**src/rtl/shader_loader.sv**
```systemverilog
// SPI-mode-0 program loader in front of the shader instruction memory: passes core
// shifts through when idle, streams received bytes into the memory tail, then rotates.
module shader_loader #(
  parameter int NUM_INSTR   = 8,
  parameter int SYNC_STAGES = 2
) (
  input  logic       clk_i,
  input  logic       rst_ni,
  input  logic       spi_sclk_i,
  input  logic       spi_mosi_i,
  input  logic       spi_cs_ni,
  input  logic       exec_shift_i,
  output logic       mem_shift_o,
  output logic       mem_load_o,
  output logic [7:0] mem_instr_o,
  output logic       busy_o,
  output logic       done_o,
  output logic       err_o
);

  localparam int MW = (NUM_INSTR > 1) ? $clog2(NUM_INSTR) : 1;
  localparam int CW = $clog2(NUM_INSTR + 2);

  typedef enum logic [1:0] {
    IDLE  = 2'd0,
    RECV  = 2'd1,
    ALIGN = 2'd2
  } state_e;

  state_e                 state_q, state_d;
  logic [SYNC_STAGES-1:0] sclk_sync_q, sclk_sync_d;
  logic [SYNC_STAGES-1:0] mosi_sync_q, mosi_sync_d;
  logic [SYNC_STAGES-1:0] cs_sync_q, cs_sync_d;
  logic                   sclk_prev_q, sclk_prev_d;
  logic                   cs_prev_q, cs_prev_d;
  logic [2:0]             bit_cnt_q, bit_cnt_d;
  logic [6:0]             sr_q, sr_d;
  logic [7:0]             instr_q, instr_d;
  logic [MW-1:0]          byte_mod_q, byte_mod_d;
  logic [CW-1:0]          byte_cnt_q, byte_cnt_d;
  logic [CW-1:0]          rot_q, rot_d;
  logic                   load_q, load_d;
  logic                   done_q, done_d;
  logic                   err_q, err_d;

  logic          sclk_s, mosi_s, cs_s;
  logic          sclk_rise, cs_fall, cs_rise;
  logic [CW-1:0] rot_calc;

  assign sclk_s    = sclk_sync_q[SYNC_STAGES-1];
  assign mosi_s    = mosi_sync_q[SYNC_STAGES-1];
  assign cs_s      = cs_sync_q[SYNC_STAGES-1];
  assign sclk_rise = sclk_s & ~sclk_prev_q;
  assign cs_fall   = ~cs_s & cs_prev_q;
  assign cs_rise   = cs_s & ~cs_prev_q;

  // Rotation that brings the first byte of the transfer back to word 0.
  assign rot_calc = (byte_mod_q == MW'(0)) ? CW'(0) : (CW'(NUM_INSTR) - CW'(byte_mod_q));

  // Next-state logic for synchronisers, receive datapath and sequencing.
  always_comb begin
    sclk_sync_d[0] = spi_sclk_i;
    mosi_sync_d[0] = spi_mosi_i;
    cs_sync_d[0]   = spi_cs_ni;
    for (int i = 1; i < SYNC_STAGES; i++) begin
      sclk_sync_d[i] = sclk_sync_q[i-1];
      mosi_sync_d[i] = mosi_sync_q[i-1];
      cs_sync_d[i]   = cs_sync_q[i-1];
    end
    sclk_prev_d = sclk_s;
    cs_prev_d   = cs_s;
    state_d     = state_q;
    bit_cnt_d   = bit_cnt_q;
    sr_d        = sr_q;
    instr_d     = instr_q;
    byte_mod_d  = byte_mod_q;
    byte_cnt_d  = byte_cnt_q;
    rot_d       = rot_q;
    load_d      = 1'b0;
    done_d      = 1'b0;
    err_d       = err_q;

    case (state_q)
      IDLE: begin
        if (cs_fall) begin
          state_d    = RECV;
          bit_cnt_d  = 3'd0;
          sr_d       = 7'd0;
          byte_mod_d = MW'(0);
          byte_cnt_d = CW'(0);
          err_d      = 1'b0;
        end else begin
          state_d = IDLE;
        end
      end
      RECV: begin
        if (cs_rise) begin
          bit_cnt_d = 3'd0;
          if ((bit_cnt_q != 3'd0) || (byte_cnt_q > CW'(NUM_INSTR))) begin
            err_d = 1'b1;
          end else begin
            err_d = err_q;
          end
          if ((byte_cnt_q == CW'(0)) || (rot_calc == CW'(0))) begin
            state_d = IDLE;
            done_d  = 1'b1;
          end else begin
            state_d = ALIGN;
            rot_d   = rot_calc;
          end
        end else if (sclk_rise) begin
          sr_d = {sr_q[5:0], mosi_s};
          if (bit_cnt_q == 3'd7) begin
            bit_cnt_d  = 3'd0;
            instr_d    = {sr_q, mosi_s};
            load_d     = 1'b1;
            byte_mod_d = (byte_mod_q == MW'(NUM_INSTR - 1)) ? MW'(0) : (byte_mod_q + MW'(1));
            byte_cnt_d = (byte_cnt_q == CW'(NUM_INSTR + 1)) ? byte_cnt_q : (byte_cnt_q + CW'(1));
          end else begin
            bit_cnt_d = bit_cnt_q + 3'd1;
          end
        end else begin
          state_d = RECV;
        end
      end
      ALIGN: begin
        rot_d = rot_q - CW'(1);
        // A new transfer cannot start mid-rotation; flag it instead.
        if (cs_fall) begin
          err_d = 1'b1;
        end else begin
          err_d = err_q;
        end
        if (rot_q == CW'(1)) begin
          state_d = IDLE;
          done_d  = 1'b1;
        end else begin
          state_d = ALIGN;
        end
      end
      default: begin
        state_d = IDLE;
      end
    endcase
  end

  // State and datapath registers with asynchronous reset.
  always_ff @(posedge clk_i or negedge rst_ni) begin
    if (!rst_ni) begin
      state_q     <= IDLE;
      sclk_sync_q <= '0;
      mosi_sync_q <= '0;
      cs_sync_q   <= '1;
      sclk_prev_q <= 1'b0;
      cs_prev_q   <= 1'b1;
      bit_cnt_q   <= 3'd0;
      sr_q        <= 7'd0;
      instr_q     <= 8'd0;
      byte_mod_q  <= MW'(0);
      byte_cnt_q  <= CW'(0);
      rot_q       <= CW'(0);
      load_q      <= 1'b0;
      done_q      <= 1'b0;
      err_q       <= 1'b0;
    end else begin
      state_q     <= state_d;
      sclk_sync_q <= sclk_sync_d;
      mosi_sync_q <= mosi_sync_d;
      cs_sync_q   <= cs_sync_d;
      sclk_prev_q <= sclk_prev_d;
      cs_prev_q   <= cs_prev_d;
      bit_cnt_q   <= bit_cnt_d;
      sr_q        <= sr_d;
      instr_q     <= instr_d;
      byte_mod_q  <= byte_mod_d;
      byte_cnt_q  <= byte_cnt_d;
      rot_q       <= rot_d;
      load_q      <= load_d;
      done_q      <= done_d;
      err_q       <= err_d;
    end
  end

  assign mem_shift_o = (state_q == IDLE) ? exec_shift_i : (load_q | (state_q == ALIGN));
  assign mem_load_o  = load_q;
  assign mem_instr_o = instr_q;
  assign busy_o      = (state_q != IDLE);
  assign done_o      = done_q;
  assign err_o       = err_q;

endmodule
```
**config.mk**
```make
export PLATFORM = sky130hd
export DESIGN_NAME = shader_loader
export DESIGN_NICKNAME = d
export VERILOG_FILES = /design/src/rtl/shader_loader.sv
export SDC_FILE = /design/constraint.sdc
export NUM_CORES = 1
export LEC_CHECK = 0
export BUFFER_PORTS_ARGS = -buffer_cell sky130_fd_sc_hd__buf_2
export CAP_MARGIN = 30
export CORE_AREA = 5 5 70 72
export CTS_CLUSTER_DIAMETER = 60
export CTS_CLUSTER_SIZE = 16
export DETAILED_ROUTE_END_ITERATION = 8
export DIE_AREA = 0 0 75 77
export GPL_ROUTABILITY_DRIVEN = 0
export PLACE_DENSITY_LB_ADDON = 0.08
export REMOVE_ABC_BUFFERS = 1
export SLEW_MARGIN = 10
export SYNTH_ARGS = -nofsm -noshare
export SYNTH_HDL_FRONTEND = slang
export SYNTH_SLANG_ARGS = --single-unit
```
**constraint.sdc**
```tcl
create_clock -name clk_i -period 2.2 [get_ports clk_i]
set_input_delay 0.11 -clock clk_i [delete_from_list [all_inputs] [get_ports clk_i]]
set_output_delay 0.11 -clock clk_i [all_outputs]
set_load 0.05 [all_outputs]
```
==> run summary <==
========================================================================================
Iter 0 DRT Violations                                                                 99
Share of layout cells above drive strength 1                                       0.232
GR Util met2                                                                       0.262
Remaining Overflow, GRT                                                                0
Number of H-tree levels                                                                2
Antenna Nets Post-Route                                                                0
Switch Pwr                                                                    0.000792 W
Sequential fraction of design power                                                0.432
Global-route met1 utilization                                                      0.217
Total half-perimeter wirelength after legalization and detailed placement        3160 µm
Portion of the post-synthesis area used by sequential elements                     0.491
Via count of the first global-routing pass                                          1638
Maximum number of pins on one net before global-route repair                          43
Yosys warns                                                                            0
Vert. Die Dim                                                                      77 µm
Initial core utilization                                                           0.508
Most common cell after layout, fill and taps aside                               dfrtp_1
Wire per inst                                                                    14.8 µm
Clk Tree Root Cell                                                              clkbuf_8
Min cycle time layout                                                            2.06 ns
Clk pin slew, worst setup/hold paths                                             0.08 ns
Rows                                                                                  24
Die span in x                                                                      75 µm
Most heavily used metal layer in global routing                                     met2
Post-layout utilization of the core                                                0.581
Actual slew at the worst max-slew pin                                           0.736 ns
Clk network pwr share                                                              0.235
Count of input and output buffers                                                     18
Per-cell via count in the routed design                                             5.42
Class of the worst hold path                                                    in2async
Post-route worst setup slack                                                    0.140 ns
I/O Pins                                                                              19
Number of pins exceeding their max-slew limit in the final report                      0
Final hold violation count                                                             0
Final clock skew                                                              0.00539 ns
First-pass detailed-route iteration total                                              4
Nets                                                                                 255
Logic pwr share                                                                    0.334
Met3 Track Usage GR                                                               0.0431
CTS sink count                                                                        42
Number of inserted filler cells in the final layout                                  362
Flops & latches, synth                                                                42
Result of the run                                                              completed
Cts bufs inserted                                                                      5
Cell area after synthesis                                                       2150 µm²
Post-CTS Setup Bufs                                                                    0
Total number of vias                                                                1546
Max Freq                                                                         485 MHz
Die Outline Area                                                                5780 µm²
Inserted Diodes                                                                        0
Leakage power total                                                              1.24 nW
Maximum number of buffers from clock root to sink                                      2
Number of instances in the synthesized netlist                                       204
Final period utilization                                                           0.936
Worst slack at placement                                                        0.166 ns
Placeable core region                                                           4230 µm²
Summed negative setup slack over all endpoints                                      0 ns
Most frequent cells in the layout                                           dfrtp_1 (39), nand2_1 (25), inv_1 (18), buf_2 (18), ha_1 (17)
TritonCTS clock tree                                                                done
Clock latency reported for the late side of the worst-skew pair                  0.30 ns
Data arrival time of the worst path                                              2.26 ns
Number of max-cap violations                                                           0
Post-synthesis cell type count                                                        42
Sw Share                                                                           0.375
Startpoint class of the critical path                                           register
Average cell area after synthesis                                               10.5 µm²
Power Density                                                                 858 nW/µm²
Setup crit end kind                                                             register
Setup violation total in the final timing report                                       0
Rel. slew slack                                                                    0.508
Worst IR drop on VDD                                                          0.000537 V
Maximum fanout along the worst path                                                    5
Worst endpoint required time                                                     2.40 ns
Cell-internal power                                                            0.00132 W
Wire length of the first global-routing pass                                     7440 µm
Global-route usage over all layers                                                 0.167
Final wirelength                                                                 4230 µm
Area overhead of the layout relative to synthesis                                  14.4%
Initial antenna violation count                                                        0
Setup repair after global routing missed its margin                                   no
Type of the worst setup path                                                     reg2reg
DRC                                                                                    0
========================================================================================
-- per-layer routing --
metal  vias up  wire length (µm)
met5         -                 0
met4         0               101
met3         8               171
met2        30              2070
met1       743              1880
li1        765                 -
-- sequential cells by signal (all words and copies together), names as in the netlist, 3 cells and up --
name	flops
bit_cnt_q	3
mem_instr_o	8
sr_q	7
byte_mod_q	3
byte_cnt_q	4
rot_q	4
-- what timing repair did --
item                                   4_1_cts  5_1_grt
endpoints found under the hold margin       42        0
gates resized for setup                      0        1
setup endpoints to repair                    0        1
hold buffers                                 4        0
-- power by group through the flow --
stage | sequential [W] | combinational, W | clock, W
2_1_floorplan | 0.000951 | 0.000464 | 0
3_3_place_gp | 0.000922 | 0.000679 | 0
3_5_place_dp | 0.000927 | 0.000701 | 0
4_1_cts | 0.000912 | 0.000708 | 0.000509
5_1_grt | 0.000922 | 0.000794 | 0.000545
6_report | 0.000911 | 0.000705 | 0.000496
-- kinds of logic after synthesis --
logic type,synth area share
AND/OR/NAND/NOR,0.145
buffers and inverters,0.0466
multiplexers,0.0658
AO/OA/AOI/OAI,0.153
adder cells (fa/ha/maj),0.0990
flip-flops,0.491
-- synth_stat cells, drive strengths merged --
| cell type | n | area [µm²] |
|---|---|---|
| nand2 | 25 | 93.8 |
| nand2b | 4 | 25.0 |
| mux2i | 4 | 40.0 |
| nor2 | 14 | 55.1 |
| a221oi | 1 | 15.0 |
| o31ai | 2 | 15.0 |
| nor3 | 4 | 20.0 |
| dfrtp | 39 | 976 |
| clkbuf | 3 | 11.3 |
| inv | 18 | 67.6 |
| a22o | 4 | 35.0 |
| o2111a | 1 | 20.0 |
| o2111ai | 1 | 15.0 |
| a31oi | 2 | 12.5 |
| a21oi | 12 | 60.1 |
| a2bb2oi | 1 | 15.0 |
| nor2b | 1 | 6.26 |
| nor4 | 1 | 21.3 |
| mux2 | 9 | 101 |
| o32ai | 3 | 26.3 |
| dfstp | 3 | 78.8 |
| a32oi | 1 | 8.76 |
| and2b | 1 | 7.51 |
| or3 | 1 | 6.26 |
| o211ai | 2 | 20.0 |
| or3b | 1 | 11.3 |
| o21ai | 10 | 50.1 |
| a21boi | 1 | 11.3 |
| buf | 4 | 21.3 |
| a32o | 1 | 10.0 |
| nand4 | 1 | 6.26 |
| nand3 | 9 | 50.1 |
| ha | 17 | 213 |
| nor4b | 1 | 8.76 |
| a211oi | 1 | 7.51 |
| o21a | 1 | 7.51 |
-- worst max-delay path: stages (launching register included) --
cell and delay (ns):
dfrtp_1 0.36, inv_1 0.07, ha_1 0.20, ha_1 0.22, nor4_4 0.39, o2111a_4 0.30, nor2_1 0.07, o21a_1 0.19
a221oi_2 0.17
-- stage by stage --
step	cells	area, µm²	hold slack (ns)	power, W
after floorplan	197	2120	-0.186	0.00142
after global placement	272	2310	0.216	0.00160
after detailed placement	272	2310	0.221	0.00163
after CTS	284	2440	0.361	0.00213
after global routing	285	2460	0.230	0.00226
final	285	2460	0.211	0.00211
-- worst paths after layout --
kind / start / endpoint / slack (ns) / cells past startpoint
max: byte_mod_q[0] / rot_q[3] / 0.14 / 8
min: rst_ni / rot_q[3] / 0.21 / 2
max reg2reg: byte_mod_q[0] / rot_q[3] / 0.14 / 8
min reg2reg: sclk_sync_q[0] / sclk_sync_q[1] / 0.36 / 0
max in group asynchronous: rst_ni / cs_prev_q / 1.48 / 3
min in group clk_i: sclk_sync_q[0] / sclk_sync_q[1] / 0.36 / 0
-- area by class of cell --
type	count	area, µm²	area share
multi-input combinational	137	995	0.404
inverter	18	67.6	0.0275
tap	52	65.1	0.0264
timing repair buffer	28	188	0.0763
clock inverter	3	21.3	0.00865
clock buffer	5	68.8	0.0280
sequential	42	1050	0.429
(Power assumes the default switching activity.)
